### config.mk
export PLATFORM = sky130hd
export DESIGN_NAME = arbiter_rr_n
export DESIGN_NICKNAME = d
export VERILOG_FILES = /design/src/rtl/arb_pkg.sv /design/src/rtl/arb_rr_pick.sv /design/src/rtl/arbiter_rr_n.sv
export SDC_FILE = /design/constraint.sdc
export NUM_CORES = 1
export LEC_CHECK = 0
export ABC_AREA = 1
export CAP_MARGIN = 10
export CORE_MARGIN = 5
export CORE_UTILIZATION = 50
export CTS_CLUSTER_DIAMETER = 40
export DETAILED_ROUTE_END_ITERATION = 16
export PLACE_DENSITY = 0.73
export SETUP_SLACK_MARGIN = 0.02
export SLEW_MARGIN = 10
export SYNTH_ARGS = -nofsm -noshare
export SYNTH_HDL_FRONTEND = slang
export SYNTH_HIERARCHICAL = 1
export SYNTH_SLANG_ARGS = --single-unit
### constraint.sdc
create_clock -name clk -period 2.1 [get_ports clk]
set_clock_uncertainty 0.1 [all_clocks]
set_input_delay 0.315 -clock clk [delete_from_list [all_inputs] [get_ports clk]]
set_output_delay 0.315 -clock clk [all_outputs]
set_load 0.005 [all_outputs]
### src/rtl/arb_pkg.sv
// Shared types and helpers for the N-requester arbiter.
// Encodings for the arbitration policy and the ownership state.
package arb_pkg;

   typedef enum logic {
      ARB_RR    = 1'b0,
      ARB_FIXED = 1'b1
   } arb_mode_e;

   typedef enum logic {
      ARB_IDLE  = 1'b0,
      ARB_OWNED = 1'b1
   } arb_state_e;

   // Index of the set bit in a one-hot vector; zero when no bit is set.
   function automatic int unsigned onehot_to_idx(input logic [31:0] v);
      int unsigned idx;
      idx = 0;
      for (int i = 0; i < 32; i++) begin
         if (v[i]) idx = i;
      end
      return idx;
   endfunction

endpackage

### src/rtl/arb_rr_pick.sv
// Combinational winner picker: round-robin from pointer+1 with wrap, or
// lowest-index fixed priority, both honouring an exclusion mask.
module arb_rr_pick
   import arb_pkg::*;
#(
   parameter int N   = 4,
   parameter int IDW = $clog2(N)
) (
   input  logic [N-1:0]   req,
   input  logic [IDW-1:0] pointer,
   input  arb_mode_e      mode,
   input  logic [N-1:0]   excl,
   output logic [N-1:0]   win_oh,
   output logic [IDW-1:0] win_idx,
   output logic           any
);

   logic [N-1:0]   elig;
   logic [N-1:0]   hi_mask;
   logic [2*N-1:0] dbl;
   logic [2*N-1:0] dbl_first;
   logic [N-1:0]   rr_oh;
   logic [N-1:0]   fp_oh;

   // Lower half holds only bits above the pointer, so the lowest set bit of
   // the doubled vector is the next requester in circular order.
   always_comb begin
      elig = req & ~excl;
      for (int i = 0; i < N; i++) begin
         hi_mask[i] = (32'(i) > 32'(pointer));
      end
      dbl       = {elig, elig & hi_mask};
      dbl_first = dbl & ((~dbl) + {{(2*N-1){1'b0}}, 1'b1});
      rr_oh     = dbl_first[N-1:0] | dbl_first[2*N-1:N];
      fp_oh     = elig & ((~elig) + {{(N-1){1'b0}}, 1'b1});
      win_oh    = (mode == ARB_FIXED) ? fp_oh : rr_oh;
      win_idx   = '0;
      for (int i = 0; i < N; i++) begin
         if (win_oh[i]) win_idx = IDW'(i);
      end
      any = |elig;
   end

endmodule

### src/rtl/arbiter_rr_n.sv
// N-requester arbiter with runtime round-robin / fixed-priority policy and a
// per-grant quantum that bounds ownership under contention.
module arbiter_rr_n
   import arb_pkg::*;
#(
   parameter  int N       = 4,
   parameter  int QUANTUM = 8,
   localparam int IDW     = $clog2(N),
   localparam int CW      = (QUANTUM > 1) ? $clog2(QUANTUM) : 1
) (
   input  logic           clk,
   input  logic           reset,
   input  logic [N-1:0]   req,
   input  logic           mode_fixed,
   output logic [N-1:0]   grant,
   output logic           grant_valid,
   output logic [IDW-1:0] grant_id,
   output logic           quantum_hit
);

   localparam logic [CW-1:0] CNT_MAX = CW'(QUANTUM - 1);

   arb_state_e     state_q, state_d;
   logic [N-1:0]   grant_q, grant_d;
   logic [IDW-1:0] id_q, id_d;
   logic [IDW-1:0] ptr_q, ptr_d;
   logic [CW-1:0]  cnt_q, cnt_d;
   logic           qhit_q, qhit_d;

   arb_mode_e      mode;
   logic [N-1:0]   excl;
   logic [N-1:0]   pick_oh;
   logic [IDW-1:0] pick_idx;
   logic           pick_any;
   logic           owner_req;
   logic           others;
   logic           take;

   assign mode = arb_mode_e'(mode_fixed);
   assign excl = (state_q == ARB_OWNED) ? grant_q : '0;

   arb_rr_pick #(.N(N), .IDW(IDW)) u_pick (
      .req     (req),
      .pointer (ptr_q),
      .mode    (mode),
      .excl    (excl),
      .win_oh  (pick_oh),
      .win_idx (pick_idx),
      .any     (pick_any)
   );

   // Release beats pre-emption, which beats keeping the owner.
   always_comb begin
      state_d   = state_q;
      grant_d   = grant_q;
      id_d      = id_q;
      ptr_d     = ptr_q;
      cnt_d     = cnt_q;
      qhit_d    = 1'b0;
      take      = 1'b0;
      owner_req = |(req & grant_q);
      others    = |(req & ~grant_q);
      case (state_q)
         ARB_IDLE: begin
            if (pick_any) take = 1'b1;
         end
         ARB_OWNED: begin
            if (!owner_req) begin
               if (pick_any) begin
                  take = 1'b1;
               end else begin
                  state_d = ARB_IDLE;
                  grant_d = '0;
                  cnt_d   = '0;
               end
            end else if (others && (cnt_q == CNT_MAX)) begin
               take   = 1'b1;
               qhit_d = 1'b1;
            end else if (cnt_q != CNT_MAX) begin
               cnt_d = cnt_q + CW'(1);
            end
         end
         default: state_d = ARB_IDLE;
      endcase
      if (take) begin
         state_d = ARB_OWNED;
         grant_d = pick_oh;
         id_d    = pick_idx;
         ptr_d   = pick_idx;
         cnt_d   = '0;
      end
   end

   always_ff @(posedge clk or posedge reset) begin
      if (reset) begin
         state_q <= ARB_IDLE;
         grant_q <= '0;
         id_q    <= '0;
         ptr_q   <= IDW'(N - 1);
         cnt_q   <= '0;
         qhit_q  <= 1'b0;
      end else begin
         state_q <= state_d;
         grant_q <= grant_d;
         id_q    <= id_d;
         ptr_q   <= ptr_d;
         cnt_q   <= cnt_d;
         qhit_q  <= qhit_d;
      end
   end

   assign grant       = grant_q;
   assign grant_valid = |grant_q;
   assign grant_id    = id_q;
   assign quantum_hit = qhit_q;

endmodule

### After elaboration in Yosys (flattened, before gate mapping)

Cells that the tools add are included.

| operators by class | value |
|---|---|
| shift operators | 0 |
| $lt $le $gt $ge | 3 |
| add/subtract/negate cells | 3 |
| equal/unequal tests | 7 |
| divide/modulo/power cells | 0 |
| multiplexer cells | 24 |
| multipliers | 0 |
| bitwise operators | 12 |
| reductions and logical operators | 8 |

Operators by type and width:

| kind | number |
|---|---|
| $mux W4 | 6 |
| $and A4 B4 Y4 | 5 |
| $mux W3 | 6 |
| $reduce_or A4 Y1 | 4 |
| $not A4 Y4 | 3 |
| $mux W1 | 9 |
| $add A8 B1 Y8 const B | 1 |
| $and A8 B8 Y8 | 1 |
| $not A8 Y8 | 1 |
| $ne A3 B1 Y1 const B | 2 |
| $ne A3 B3 Y1 const B | 2 |
| $add A4 B1 Y4 const B | 1 |
| $gt A2 B2 Y1 const A | 2 |
| $mux W2 | 2 |
| $ne A2 B1 Y1 const B | 2 |
| $or A4 B4 Y4 | 1 |
| $reduce_and A4 Y1 | 1 |
| $add A3 B1 Y3 const B | 1 |
| $eq A3 B3 Y1 const B | 1 |
| $reduce_and A3 Y1 | 1 |
| $gt A1 B2 Y1 const A | 1 |
| $pmux W1 S2 | 1 |
| $reduce_bool A2 Y1 | 1 |
| $logic_and A1 B1 Y1 | 1 |
| $not A1 Y1 | 1 |

| word-level totals | value |
|---|---|
| memories | 0 |
| register bits | 13 |
| RAM bits | 0 |
| output and inout bits | 8 |
| memory bits (read-only) | 0 |
| latch bits | 0 |

### Depth between registers and ports, before layout

| logic depth | value |
|---|---|
| depth in word-level cells | 12 |
| gate-level depth with buffers | 14 |
| depth with buffers taken out | 14 |

### Cells and area by module

The synthesis kept the hierarchy.

Modules (own cells, without submodules):

| module | times used | cells each | sequential area each (µm²) | area an instance (µm²) |
|---|---|---|---|---|
| arbiter_rr_n | 1 | 93 | 327.8 | 695.7 |
| arb_rr_pick | 1 | 51 | 0.0 | 241.5 |

### Worst setup path before layout

Ideal clock, no wire load.

| timing path | value |
|---|---|
| kind | register to register |
| from | reg grant_q[1], in the netlist grant[1] |
| to | reg cnt_q[0] |
| stages on the path, launching flop included | 15 |
| clock period less this slack | 1,495 ps |
| path buffers | 0 |
| required time | 1,883 ps |
| arrival | 1,277 ps |
| path slack | 605 ps |
| library setup time | 117 ps |
| path through | dfrtp_1 > nand2_1 > inv_1 > clkinv_1 > nand2_2 > nand2_1 > clkinv_1 > nand3b_1 > inv_1 > o21ai_2 > nand2_4 > nand2_2 > nand2_2 > nand2_1 > nand2_1 |

| between the ends | value |
|---|---|
| longest elaborated chain between the ends | 9 |

Ends and longest elaborated chain:

| item | line | text |
|---|---|---|
| start: declaration | arbiter_rr_n.sv:24 | `logic [N-1:0] grant_q, grant_d;` |
| start signal: assignment | arbiter_rr_n.sv:104 | `grant_q <= grant_d;` |
| $mux W4 (*) | arbiter_rr_n.sv:40 | `assign excl = (state_q == ARB_OWNED) ? grant_q : '0;` |
| via excl[1] | arbiter_rr_n.sv:31 | `logic [N-1:0] excl;` |
| $not A4 Y4 (*) | arb_rr_pick.sv:28 | `elig = req & ~excl;` |
| $and A4 B4 Y4 (*) | arb_rr_pick.sv:28 |  |
| $reduce_or A4 Y1 (*) | arb_rr_pick.sv:41 | `any = \|elig;` |
| via pick_any | arbiter_rr_n.sv:34 | `logic pick_any;` |
| $mux W1 | arbiter_rr_n.sv:65, arbiter_rr_n.sv:69 |  |
| $mux W1 | arbiter_rr_n.sv:68 | `if (!owner_req) begin` |
| $pmux W1 S2 | arbiter_rr_n.sv:63 | `case (state_q)` |
| $ne A3 B1 Y1 (no line) (tied with other cells) | n/a |  |
| $reduce_and A4 Y1 (no line) | n/a |  |
| end signal: assignment | arbiter_rr_n.sv:107 | `cnt_q <= cnt_d;` |
| end: declaration | arbiter_rr_n.sv:27 | `logic [CW-1:0] cnt_q, cnt_d;` |

The timed path passes the listed nets; every way through them passes the cells marked *. The select of a mux whose other input is x is not followed.
A chain may end at the register's enable or synchronous reset.

### Worst setup path in the final report

| timing path | value |
|---|---|
| from | reg grant_q[2], in the netlist grant[2] |
| to | out grant_valid |

| between the ends | value |
|---|---|
| longest elaborated chain between the ends | 1 |

Ends and longest elaborated chain:

| item | line | text |
|---|---|---|
| $reduce_or A4 Y1 | arbiter_rr_n.sv:113 | `assign grant_valid = \|grant_q;` |
| end: declaration | arbiter_rr_n.sv:16 | `output logic grant_valid,` |

Every way passes these cells.

==> impl_results.md <==
* Worst Hold Class: in -> async
* I/O Buffers at 14
* RSZ-0062 raised after global routing: false
* CTS tree: yes
* Final ANT Viol Nets at 0
* Worst-path maximum fanout at 5
* Fill count at 164
* Bufs on Longest Clock Path at 2
* Initial antenna violation count at 0
* DP Wirelength at 1794 um
* Pin count of the biggest net entering global routing at 14
* Crit Path Category: reg -> out
* Gr usage total at 17.76%
* CP required at 1680 ps
* Relative slew margins at 67.67%
* Dominant cells by area after synthesis: dfrtp_1 (29%), nand2_1 (24%), inv_1 (9.6%), dfstp_2 (5.6%), nand2_2 (5.3%)
* Area leader, netlist: dfrtp_1
* Status: finished, final reports clean
* Crit path arrival time at 1390 ps
* H-tree depth at 1
* Cell Count, Final, Fillers Out at 188
* Num rows at 15
* Clock Root Buffer: clkbuf_4
* Worst-Margin Slew at 484.4 ps
* Die X at 53.30 um
* FF-to-FF Start: grant[2]
* Initial DRC count at 29
* Netlist Area Pre-Place at 937.1 sq um
* FMAX at 553.5 MHz
* Die height at 53.30 um
* Drt wl/cell at 11.77 um
* Nets at 173
* Clock latency on the worst-skew pair at 270 ps
* Share of cells above drive strength 1 at 15.95%
* Synthesized Nets at 153
* Fin util at 65.45%
* PwrDens at 1129 nW/um^2
* DIE AREA at 2840 sq um
* Worst setup SP type: register
* Part of the Yosys area used for sequential elements at 34.98%
* Boundary pin count at 15
* First-pass GRT wire length at 3663 um
* Final Critical Period at 1807 ps
* Final hold vios at 0
* Total grt overflow at 0
* Clock transition at path regs at 80 ps
* Post-synth EDFFs at 0
* Vias at 912
* GP Congestion at 0.8197
* Synthesized flop and latch total at 13
* R2R cell count at 14
* Post-cts resize count at 0
* Routed wire length at 2213 um
* Max Cap Violations at 0
* Worst Setup End Kind: primary output
* Core area at 1745 sq um
* Max VDD drop at 0.6584 mV
* Share of the synthesized area in the top cell type at 29.37%
* Clock sinks at 13
* Post-CTS Setup Bufs at 0
* Area growth from synthesis to layout at 21.90%
* Vias in the first global route at 823
* Post-Place Cells at 184
* Mapped Cells at 144
* Setup violators final at 0
* Cell variety after synth at 22
* Top FF cell, synth: dfrtp_1
* Initial core utilization at 53.69%
* Lkg Pwr at 0.0006676 uW
* Final period util at 86.03%
* R2R Path End: cnt_q[2]
* Ys async rst share at 100.0%
* Max Slew Vio Count at 0
* # hold bufs at CTS at 0
* Antenna Cells at 0
* Worst R2R Setup Slack at 390 ps
* Vias per cell at 4.851
* Drt drc at 0
* Avg Cell Area, Syn at 6.508 sq um
* Ys Warns at 6
* Setup TNS at 0 ps
* Num CTS Buffers at 3
* First-pass DRT Iterations at 4
==> sequential cells by signal, summed over array words and instances (netlist names) <==
signal / flops
grant: 4
cnt_q: 3
grant_id: 2
ptr_q: 2
quantum_hit: 1
state_q: 1
==> worst max-delay path, cell delays in order (launching register included) <==
cell and delay, ps:
dfrtp_1 440, inv_1 100, nand4_1 90, clkdlybuf4s50_1 500
==> layout by cell type (no fill, tap or decap), types with 2 or more instances in the layout <==
master | synthesis | routed
a21oi_1 | 2 | 2
clkbuf_4 | 0 | 3
clkdlybuf4s50_1 | 0 | 14
clkinv_1 | 2 | 2
dfrtp_1 | 11 | 11
dfstp_2 | 2 | 2
ha_1 | 2 | 2
inv_1 | 24 | 24
inv_2 | 3 | 3
nand2_1 | 59 | 59
nand2_2 | 8 | 8
nand3_1 | 3 | 3
nand4_1 | 6 | 6
nor2_1 | 9 | 9
nor2_2 | 2 | 2
nor2_4 | 2 | 2
o21ai_2 | 2 | 2
==> synth_stat cells, types with 2 or more instances <==
cell and number:
nand2_1 59, inv_1 24, dfrtp_1 11, nor2_1 9, nand2_2 8, nand4_1 6
inv_2 3, nand3_1 3, a21oi_1 2, clkinv_1 2, dfstp_2 2, ha_1 2
nor2_2 2, nor2_4 2, o21ai_2 2
==> logic make-up (layout without fill, tap and decap cells) <==
group | after synthesis | in the layout | share of synthesized area, %
simple gates | 93 | 93 | 45.53
compound gates | 7 | 7 | 5.207
buf+inv | 29 | 48 | 11.62
flops | 13 | 13 | 34.98
fa+ha+maj | 2 | 2 | 2.670
==> power breakdown <==
| group | total (uW) | internal [uW] | leakage [uW] | switching (uW) |
|---|---|---|---|---|
| Clock | 151 | 73.5 | 0.0000150 | 77.8 |
| Sequential | 427 | 345 | 0.000163 | 82.5 |
| Combinational | 711 | 287 | 0.000490 | 425 |
==> layout make-up <==
type                            instances  area (sq um)  share of cell area, %
Tap cell                               25         31.28                  2.738
Timing Repair Buffer                   15         147.6                  12.92
Multi-Input combinational cell        102         500.5                  43.81
Inverter                               29         108.9                  9.529
Clock buffer                            4         26.28                  2.300
Sequential cell                        13         327.8                  28.70
==> routing by layer <==
layer	global-route usage, %	vias up	part of all wire (%)
met4	2.979	0	0.54
met1	24.05	407	46
met5	0	-	0
met3	2.817	2	6.1
met2	29.80	29	47
li1	-	474	-
==> through the flow <==
step / total power, uW / hold slack, ps / cell area (sq um) / worst slack, ps
5_1_grt: 1413 / 306.9 / 1142 / 233.4
2_1_floorplan: 894.9 / 90.53 / 937.1 / 605.3
6_report: 1290 / 260.7 / 1142 / 293.5
3_3_place_gp: 1119 / 364.2 / 1116 / 155.9
4_1_cts: 1295 / 285.6 / 1142 / 290.5
3_5_place_dp: 1136 / 364.7 / 1116 / 107.3
==> worst max-delay path by stage <==
stage,to,slack [ps],from
after global placement,cnt_q[0],160,req[1]
after detailed placement,cnt_q[2],110,req[1]
after global routing,cnt_q[2],230,grant[2]
after CTS,grant_valid,290,grant[2]
after floorplan,cnt_q[0],610,grant[1]
final,grant_valid,290,grant[2]
(Power assumes the default switching activity.)
